<file path="src/rtl/bdpsk_symbol_source_if.sv">
// Bit-delivery port of the BDPSK symbol source.
//
// Handshake: the master offers data_in with data_valid; the slave raises
// data_ready while it can take one bit. A bit is transferred on any rising
// clk edge where data_valid && data_ready are both high. The master must keep
// data_in stable while data_valid is high and must not make data_valid depend
// combinationally on data_ready.
interface bdpsk_symbol_source_if;
    logic data_in;
    logic data_valid;
    logic data_ready;

    modport master (
        output data_in,
        output data_valid,
        input  data_ready
    );

    modport slave (
        input  data_in,
        input  data_valid,
        output data_ready
    );
endinterface

</file>
<file path="src/rtl/bdpsk_symbol_source.sv">
// BDPSK symbol source: preamble of ones, then external or PRBS7 data bits,
// differentially encoded onto re. re/bit_out change only on carrier-period
// boundaries that end a symbol, so phase flips line up with sine-table wrap.
// Optional feature macro: BDPSK_PRBS_EN compiles in the PRBS7 generator and
// makes src_sel select between it (1) and the external port (0).
module bdpsk_symbol_source #(
    parameter int SAMPLES_PER_CYCLE = 128,
    parameter int CYCLES_PER_SYMBOL = 4,
    parameter int PREAMBLE_LEN      = 8
) (
    input  logic                       clk,
    input  logic                       reset,
    input  logic                       enable,
    input  logic                       src_sel,
    bdpsk_symbol_source_if.slave       bit_if,
    output logic                       re,
    output logic                       bit_out,
    output logic                       sym_strobe,
    output logic                       underrun,
    output logic [1:0]                 state
);

    localparam int SW = (SAMPLES_PER_CYCLE > 1) ? $clog2(SAMPLES_PER_CYCLE) : 1;
    localparam int CW = (CYCLES_PER_SYMBOL > 1) ? $clog2(CYCLES_PER_SYMBOL) : 1;
    localparam int PW = (PREAMBLE_LEN > 1) ? $clog2(PREAMBLE_LEN) : 1;

    localparam logic [SW-1:0] SAMP_LAST = SW'(SAMPLES_PER_CYCLE - 1);
    localparam logic [CW-1:0] CYC_LAST  = CW'(CYCLES_PER_SYMBOL - 1);
    localparam logic [PW-1:0] PRE_LAST  = PW'(PREAMBLE_LEN - 1);

    typedef enum logic [1:0] {
        ST_IDLE     = 2'd0,
        ST_PREAMBLE = 2'd1,
        ST_DATA     = 2'd2
    } state_t;

    state_t        st;
    logic [SW-1:0] samp_cnt;
    logic [CW-1:0] cyc_cnt;
    logic [PW-1:0] pre_cnt;
    logic          buf_full;
    logic          buf_bit;
    logic          stop_req;

    logic          boundary;
    logic          accept;
    logic          stop_now;
    logic          use_prbs;
    logic          prbs_bit;
    logic          data_bit;
    logic          data_hit;

    assign state    = st;
    assign boundary = (st != ST_IDLE) && (samp_cnt == SAMP_LAST) && (cyc_cnt == CYC_LAST);
    assign sym_strobe = boundary;

    // Buffer can take a bit only while sending data and empty.
    assign bit_if.data_ready = (st == ST_DATA) && !buf_full;
    assign accept   = bit_if.data_valid && bit_if.data_ready;

    // A drop of enable at any point in the symbol is remembered until the boundary.
    assign stop_now = stop_req || !enable;

`ifdef BDPSK_PRBS_EN
    logic [6:0] lfsr;

    assign use_prbs = src_sel;
    assign prbs_bit = lfsr[6];

    // PRBS7 (x^7+x^6+1): reseed on preamble entry, step on every data-bit load.
    always_ff @(posedge clk or posedge reset) begin
        if (reset) begin
            lfsr <= 7'h7F;
        end else if (st == ST_IDLE && enable) begin
            lfsr <= 7'h7F;
        end else if (boundary && !stop_now && use_prbs &&
                     (st == ST_DATA || pre_cnt == PRE_LAST)) begin
            lfsr <= {lfsr[5:0], lfsr[6] ^ lfsr[5]};
        end
    end
`else
    logic unused_src_sel;

    assign use_prbs       = 1'b0;
    assign prbs_bit       = 1'b0;
    assign unused_src_sel = src_sel;
`endif

    // Pick the next data bit: PRBS, buffered bit, or a bit arriving this clock.
    always_comb begin
        data_bit = 1'b0;
        data_hit = 1'b0;
        if (use_prbs) begin
            data_bit = prbs_bit;
            data_hit = 1'b1;
        end else if (buf_full) begin
            data_bit = buf_bit;
            data_hit = 1'b1;
        end else if (accept) begin
            data_bit = bit_if.data_in;
            data_hit = 1'b1;
        end
    end

    // Main FSM: timing counters, bit buffer and registered symbol outputs.
    always_ff @(posedge clk or posedge reset) begin
        if (reset) begin
            st       <= ST_IDLE;
            samp_cnt <= '0;
            cyc_cnt  <= '0;
            pre_cnt  <= '0;
            buf_full <= 1'b0;
            buf_bit  <= 1'b0;
            stop_req <= 1'b0;
            re       <= 1'b0;
            bit_out  <= 1'b0;
            underrun <= 1'b0;
        end else begin
            underrun <= 1'b0;
            if (st == ST_IDLE) begin
                samp_cnt <= '0;
                cyc_cnt  <= '0;
                pre_cnt  <= '0;
                buf_full <= 1'b0;
                stop_req <= 1'b0;
                if (enable) begin
                    // First preamble symbol is loaded on the entry edge.
                    st      <= ST_PREAMBLE;
                    bit_out <= 1'b1;
                    re      <= ~re;
                end
            end else begin
                if (samp_cnt == SAMP_LAST) begin
                    samp_cnt <= '0;
                    cyc_cnt  <= (cyc_cnt == CYC_LAST) ? '0 : cyc_cnt + 1'b1;
                end else begin
                    samp_cnt <= samp_cnt + 1'b1;
                end

                if (!enable) begin
                    stop_req <= 1'b1;
                end

                if (boundary) begin
                    if (stop_now) begin
                        // Symbol finished: park with phase held.
                        st       <= ST_IDLE;
                        bit_out  <= 1'b0;
                        buf_full <= 1'b0;
                        pre_cnt  <= '0;
                        stop_req <= 1'b0;
                    end else if (st == ST_PREAMBLE && pre_cnt != PRE_LAST) begin
                        bit_out <= 1'b1;
                        re      <= ~re;
                        pre_cnt <= pre_cnt + 1'b1;
                    end else begin
                        // Data-bit load; an empty external source sends 0 (no flip).
                        st       <= ST_DATA;
                        pre_cnt  <= '0;
                        bit_out  <= data_bit;
                        re       <= re ^ data_bit;
                        buf_full <= 1'b0;
                        if (st == ST_DATA && !data_hit) begin
                            underrun <= 1'b1;
                        end
                    end
                end else if (accept) begin
                    buf_full <= 1'b1;
                    buf_bit  <= bit_if.data_in;
                end
            end
        end
    end

endmodule

</file>
<file path="src/flat_wrapper.sv">
// flat-port wrapper written by rule: the top's interface ports become plain ports
module bdpsk_symbol_source_flat 
#(
    parameter int SAMPLES_PER_CYCLE = 128,
    parameter int CYCLES_PER_SYMBOL = 4,
    parameter int PREAMBLE_LEN      = 8
)
  (clk, reset, enable, src_sel, re, bit_out, sym_strobe, underrun, state, bit_if_data_in, bit_if_data_valid, bit_if_data_ready);
  bdpsk_symbol_source_if bit_if_i ();
  input  logic clk;
  input  logic reset;
  input  logic enable;
  input  logic src_sel;
  output logic re;
  output logic bit_out;
  output logic sym_strobe;
  output logic underrun;
  output logic [1:0] state;
  input wire logic [$bits(bit_if_i.data_in)-1:0] bit_if_data_in;
  input wire logic [$bits(bit_if_i.data_valid)-1:0] bit_if_data_valid;
  output wire logic [$bits(bit_if_i.data_ready)-1:0] bit_if_data_ready;
  assign bit_if_i.data_in = bit_if_data_in;
  assign bit_if_i.data_valid = bit_if_data_valid;
  assign bit_if_data_ready = bit_if_i.data_ready;
  bdpsk_symbol_source #(.SAMPLES_PER_CYCLE(SAMPLES_PER_CYCLE), .CYCLES_PER_SYMBOL(CYCLES_PER_SYMBOL), .PREAMBLE_LEN(PREAMBLE_LEN)) u_core (.clk(clk), .reset(reset), .enable(enable), .src_sel(src_sel), .bit_if(bit_if_i), .re(re), .bit_out(bit_out), .sym_strobe(sym_strobe), .underrun(underrun), .state(state));
endmodule
</file>
<file path="config.mk">
export PLATFORM = sky130hd
export DESIGN_NAME = bdpsk_symbol_source_flat
export DESIGN_NICKNAME = d
export VERILOG_FILES = /design/src/rtl/bdpsk_symbol_source_if.sv /design/src/rtl/bdpsk_symbol_source.sv /design/src/flat_wrapper.sv
export SDC_FILE = /design/constraint.sdc
export NUM_CORES = 1
export LEC_CHECK = 0
export ABC_CLOCK_PERIOD_IN_PS = 1750
export CAP_MARGIN = 25
export CORE_MARGIN = 4
export CORE_UTILIZATION = 52
export CTS_CLUSTER_SIZE = 20
export DETAILED_ROUTE_END_ITERATION = 8
export GPL_TIMING_DRIVEN = 0
export MAX_ROUTING_LAYER = met4
export PLACE_DENSITY = 0.76
export SLEW_MARGIN = 20
export SYNTH_ARGS = -nofsm -noshare
export SYNTH_HDL_FRONTEND = slang
export SYNTH_SLANG_ARGS = --single-unit
</file>
<file path="constraint.sdc">
create_clock -name clk -period 1.75 [get_ports clk]
set_input_delay 0.2625 -clock clk [delete_from_list [all_inputs] [get_ports clk]]
set_output_delay 0.2625 -clock clk [all_outputs]
set_load 0.02 [all_outputs]
</file>
==> metrics.md <==
| Metric | Value |
|---|---|
| Status | finished, violations left |
| Failing checks | negative setup slack |
| Root buf cell | clkbuf_4 |
| Most area-hungry cell type in the Yosys netlist | dfrtp_1 |
| First-pass GRT wire length | 3480 um |
| Port buffer count | 11 |
| WL final | 1980 um |
| Clock sinks | 20 |
| Cell Count Post-Placement | 132 |
| Worst path required time | 1.49 ns |
| Final Cycle Share | 106% |
| Vias in the first global route | 756 |
| Hold_buf cts | 0 |
| Routed wire per std cell | 14.0 um |
| XOR/XNOR share of the synthesized area | 4.48% |
| Crit path DAT | 1.59 ns |
| Mean Syn Cell Area | 10.2 um2 |
| Final min period | 1.85 ns |
| Transition time of the tightest slew-check pin | 0.748 ns |
| R2r setup slk | -0.01 ns |
| # IOs | 13 |
| Synthesis-to-finish area growth | 31.1% |
| Minimum hold slack | 0.372 ns |
| CP delay by family, top | simple AND/OR/NAND/NOR gates |
| DP HPWL | 1340 um |
| Global Route met2 Usage | 27.7% |
| # diodes | 0 |
| Row count | 15 |
| GRT Overall Usage | 18.6% |
| Final ANT Viol Nets | 0 |
| Clock insertion delay at the later pin of the skew report | 0.30 ns |
| Remaining Overflow, GRT | 0 |
| Commonest non-fill, non-tap cell in the layout | dfrtp_1 |
| Largest net degree at the start of global routing | 21 |
| Grt met1 use | 23.6% |
| Post-route cell area | 1280 um2 |
| Library cells used by synthesis | 31 |
| PnR worst setup slack | -0.103 ns |
| Synth warn | 0 |
| Pre-CTS setup slack | -0.428 ns |
| Max Cap Viol | 0 |
| GP Congestion | 0.779 |
| PwrDens | 935 nW/um2 |
| Top cells by area, synth | dfrtp_1, ha_1, nor2_1, nand3_1, nand2_1 |
| H-tree Lvls | 1 |
| Core area | 1750 um2 |
| LEAKAGE | 0.591 nW |
| Layout Utilization | 73.4% |
| Share of the yosys chip area belonging to registers | 51.2% |
| Slowest stage delay, CP | 0.41 ns |
| CTS Buf Count | 3 |
| Share of the synthesized area in the top cell type | 51.2% |
| M3 GR Usage | 5.25% |
| DRC | 0 |
| Slew margin rel. | 50.1% |
| Final Non-Filler Cells | 142 |
| Worst-path cell chain | ha_4 -> nand4_1 -> or2_4 -> buf_8 -> nor2_4 -> buf_6 |
| Setup TNS | -0.111 ns |
| Nets | 128 |
| Hold/Removal Path Class | in -> async |
| Mux share of post-synthesis cell area | 2.18% |
| Die ar. | 2640 um2 |
| Slew Limit Fails | 0 |
| CP Max Fanout | 4 |
| Share of cells above drive strength 1 | 25.6% |
| Initial antenna violation count | 0 |
| Total Power | 1.20 mW |
| Final setup violation count | 2 |
| Commonest non-fill, non-tap cells in the layout | dfrtp_1, nor2_1, nand2_1, clkdlybuf4s50_1 |
| Startpoint types | flip-flop |
| Syn Nets | 106 |
| Clock transition at the registers of the reported paths | 0.12 ns |
| Complex-gate fraction of the synthesized area | 7.55% |
| DIE WIDTH | 51.4 um |
| Post-synthesis cell area | 977 um2 |
| Crit. End Element | output pin |
| Slowest CP cell | dfrtp_1 |
| Synth Area in Simple Gates | 28.0% |
| Adder-cell share of the synthesized area | 5.12% |
| CTS tree | built |
| Number of synthesized register bits | 20 |
| Pre-antenna DRT Iters | 4 |
| Post-DR vias/cell | 5.47 |
| Crit Path Category | reg -> out |
| Syn Inst Count | 96 |
| Initial drt markers | 9 |
| Vias | 777 |
| Starting Density | 56.0% |
| Largest family of logic cells by synthesized area | simple AND/OR/NAND/NOR gates |
| Buffers & Inverters on Critical Path | 2 |
| CTS max path bufs | 2 |
| Final Hold Vio Count | 0 |
| Number of fill cells | 124 |
| VDD IR max | 0.670 mV |
| Placed Area | 1120 um2 |
| RSZ-0062 raised after global routing | yes |
| FMAX | 540 MHz |
| GRT Max-Usage Layer | met2 |
| Die Ht | 51.4 um |
| Final Skew | 0.00841 ns |
worst paths after layout:
path / start / to / depth (start not counted)
worst min register to register: u_core.buf_bit / u_core.buf_bit / 1
worst min-delay path: reset / u_core.buf_full / 2
min in group clk: u_core.buf_bit / u_core.buf_bit / 1
worst max-delay path: u_core.samp_cnt[1] / sym_strobe / 6
worst max register to register: u_core.samp_cnt[1] / u_core.bit_out / 6
max in group asynchronous: reset / u_core.state[1] / 2
cell usage after synthesis:
| cell type | number |
|---|---|
| or3_1 | 1 |
| nand3b_1 | 1 |
| ha_1 | 4 |
| nor2_1 | 13 |
| a221oi_1 | 1 |
| nand4_1 | 2 |
| and3_1 | 5 |
| nand2_1 | 9 |
| inv_1 | 1 |
| a21oi_1 | 3 |
| and2_1 | 1 |
| xor2_1 | 3 |
| nor2b_1 | 2 |
| mux2_2 | 1 |
| a31o_2 | 2 |
| a311oi_1 | 1 |
| nand2b_1 | 1 |
| nand3_1 | 7 |
| mux2i_1 | 1 |
| nor3b_1 | 3 |
| xnor2_1 | 2 |
| buf_2 | 2 |
| or2_1 | 1 |
| and4_1 | 1 |
| or4_1 | 1 |
| dfrtp_1 | 20 |
| or4b_1 | 1 |
| o21ai_0 | 3 |
| and4bb_2 | 1 |
| a2bb2oi_1 | 1 |
| or2_2 | 1 |
routing by layer:
metal	up-vias	routed length [um]
met5	-	0
li1	387	-
met3	2	66
met4	0	22
met2	12	974
met1	376	919
cells by family after synthesis:
| family | Yosys count |
|---|---|
| XOR/XNOR | 5 |
| AO/OA/AOI/OAI | 11 |
| AND/OR/NAND/NOR | 51 |
| multiplexers | 2 |
| buffers and inverters | 3 |
| adder cells (fa/ha/maj) | 4 |
| flip-flops | 20 |
where the power goes:
part / total (mW) / internal, mW / switching [mW] / leakage [nW]
sequential: 0.594 / 0.520 / 0.0736 / 0.252
combinational: 0.231 / 0.123 / 0.108 / 0.311
clock: 0.374 / 0.232 / 0.142 / 0.0279
total: 1.20 / 0.875 / 0.323 / 0.591
timing repair:
| item | 4_1_cts | 5_1_grt |
|---|---|---|
| endpoints found under the setup margin | 4 | 7 |
| resized for setup | 12 | 16 |
| pin swaps | 1 | 3 |
| buffers inserted | 1 | 5 |
registers in the layout, indices dropped and copies added (netlist names):
name             flops
u_core.re            1
u_core.cyc_cnt       2
u_core.buf_full      1
u_core.samp_cnt      7
u_core.state         2
u_core.underrun      1
u_core.bit_out       1
u_core.pre_cnt       3
u_core.stop_req      1
u_core.buf_bit       1
cell type report:
| class | count | area [um2] | area share (%) |
|---|---|---|---|
| flip-flops and latches | 20 | 502 | 39.2 |
| multi-input cells | 73 | 518 | 40.4 |
| plain buffers | 2 | 20.0 | 1.56 |
| inverters | 1 | 3.75 | 0.293 |
| clock inverters | 1 | 30.0 | 2.34 |
| well taps | 25 | 31.3 | 2.44 |
| repair buffers | 17 | 154 | 12.0 |
| clock buffers | 3 | 22.5 | 1.76 |
(Power assumes the default switching activity.)
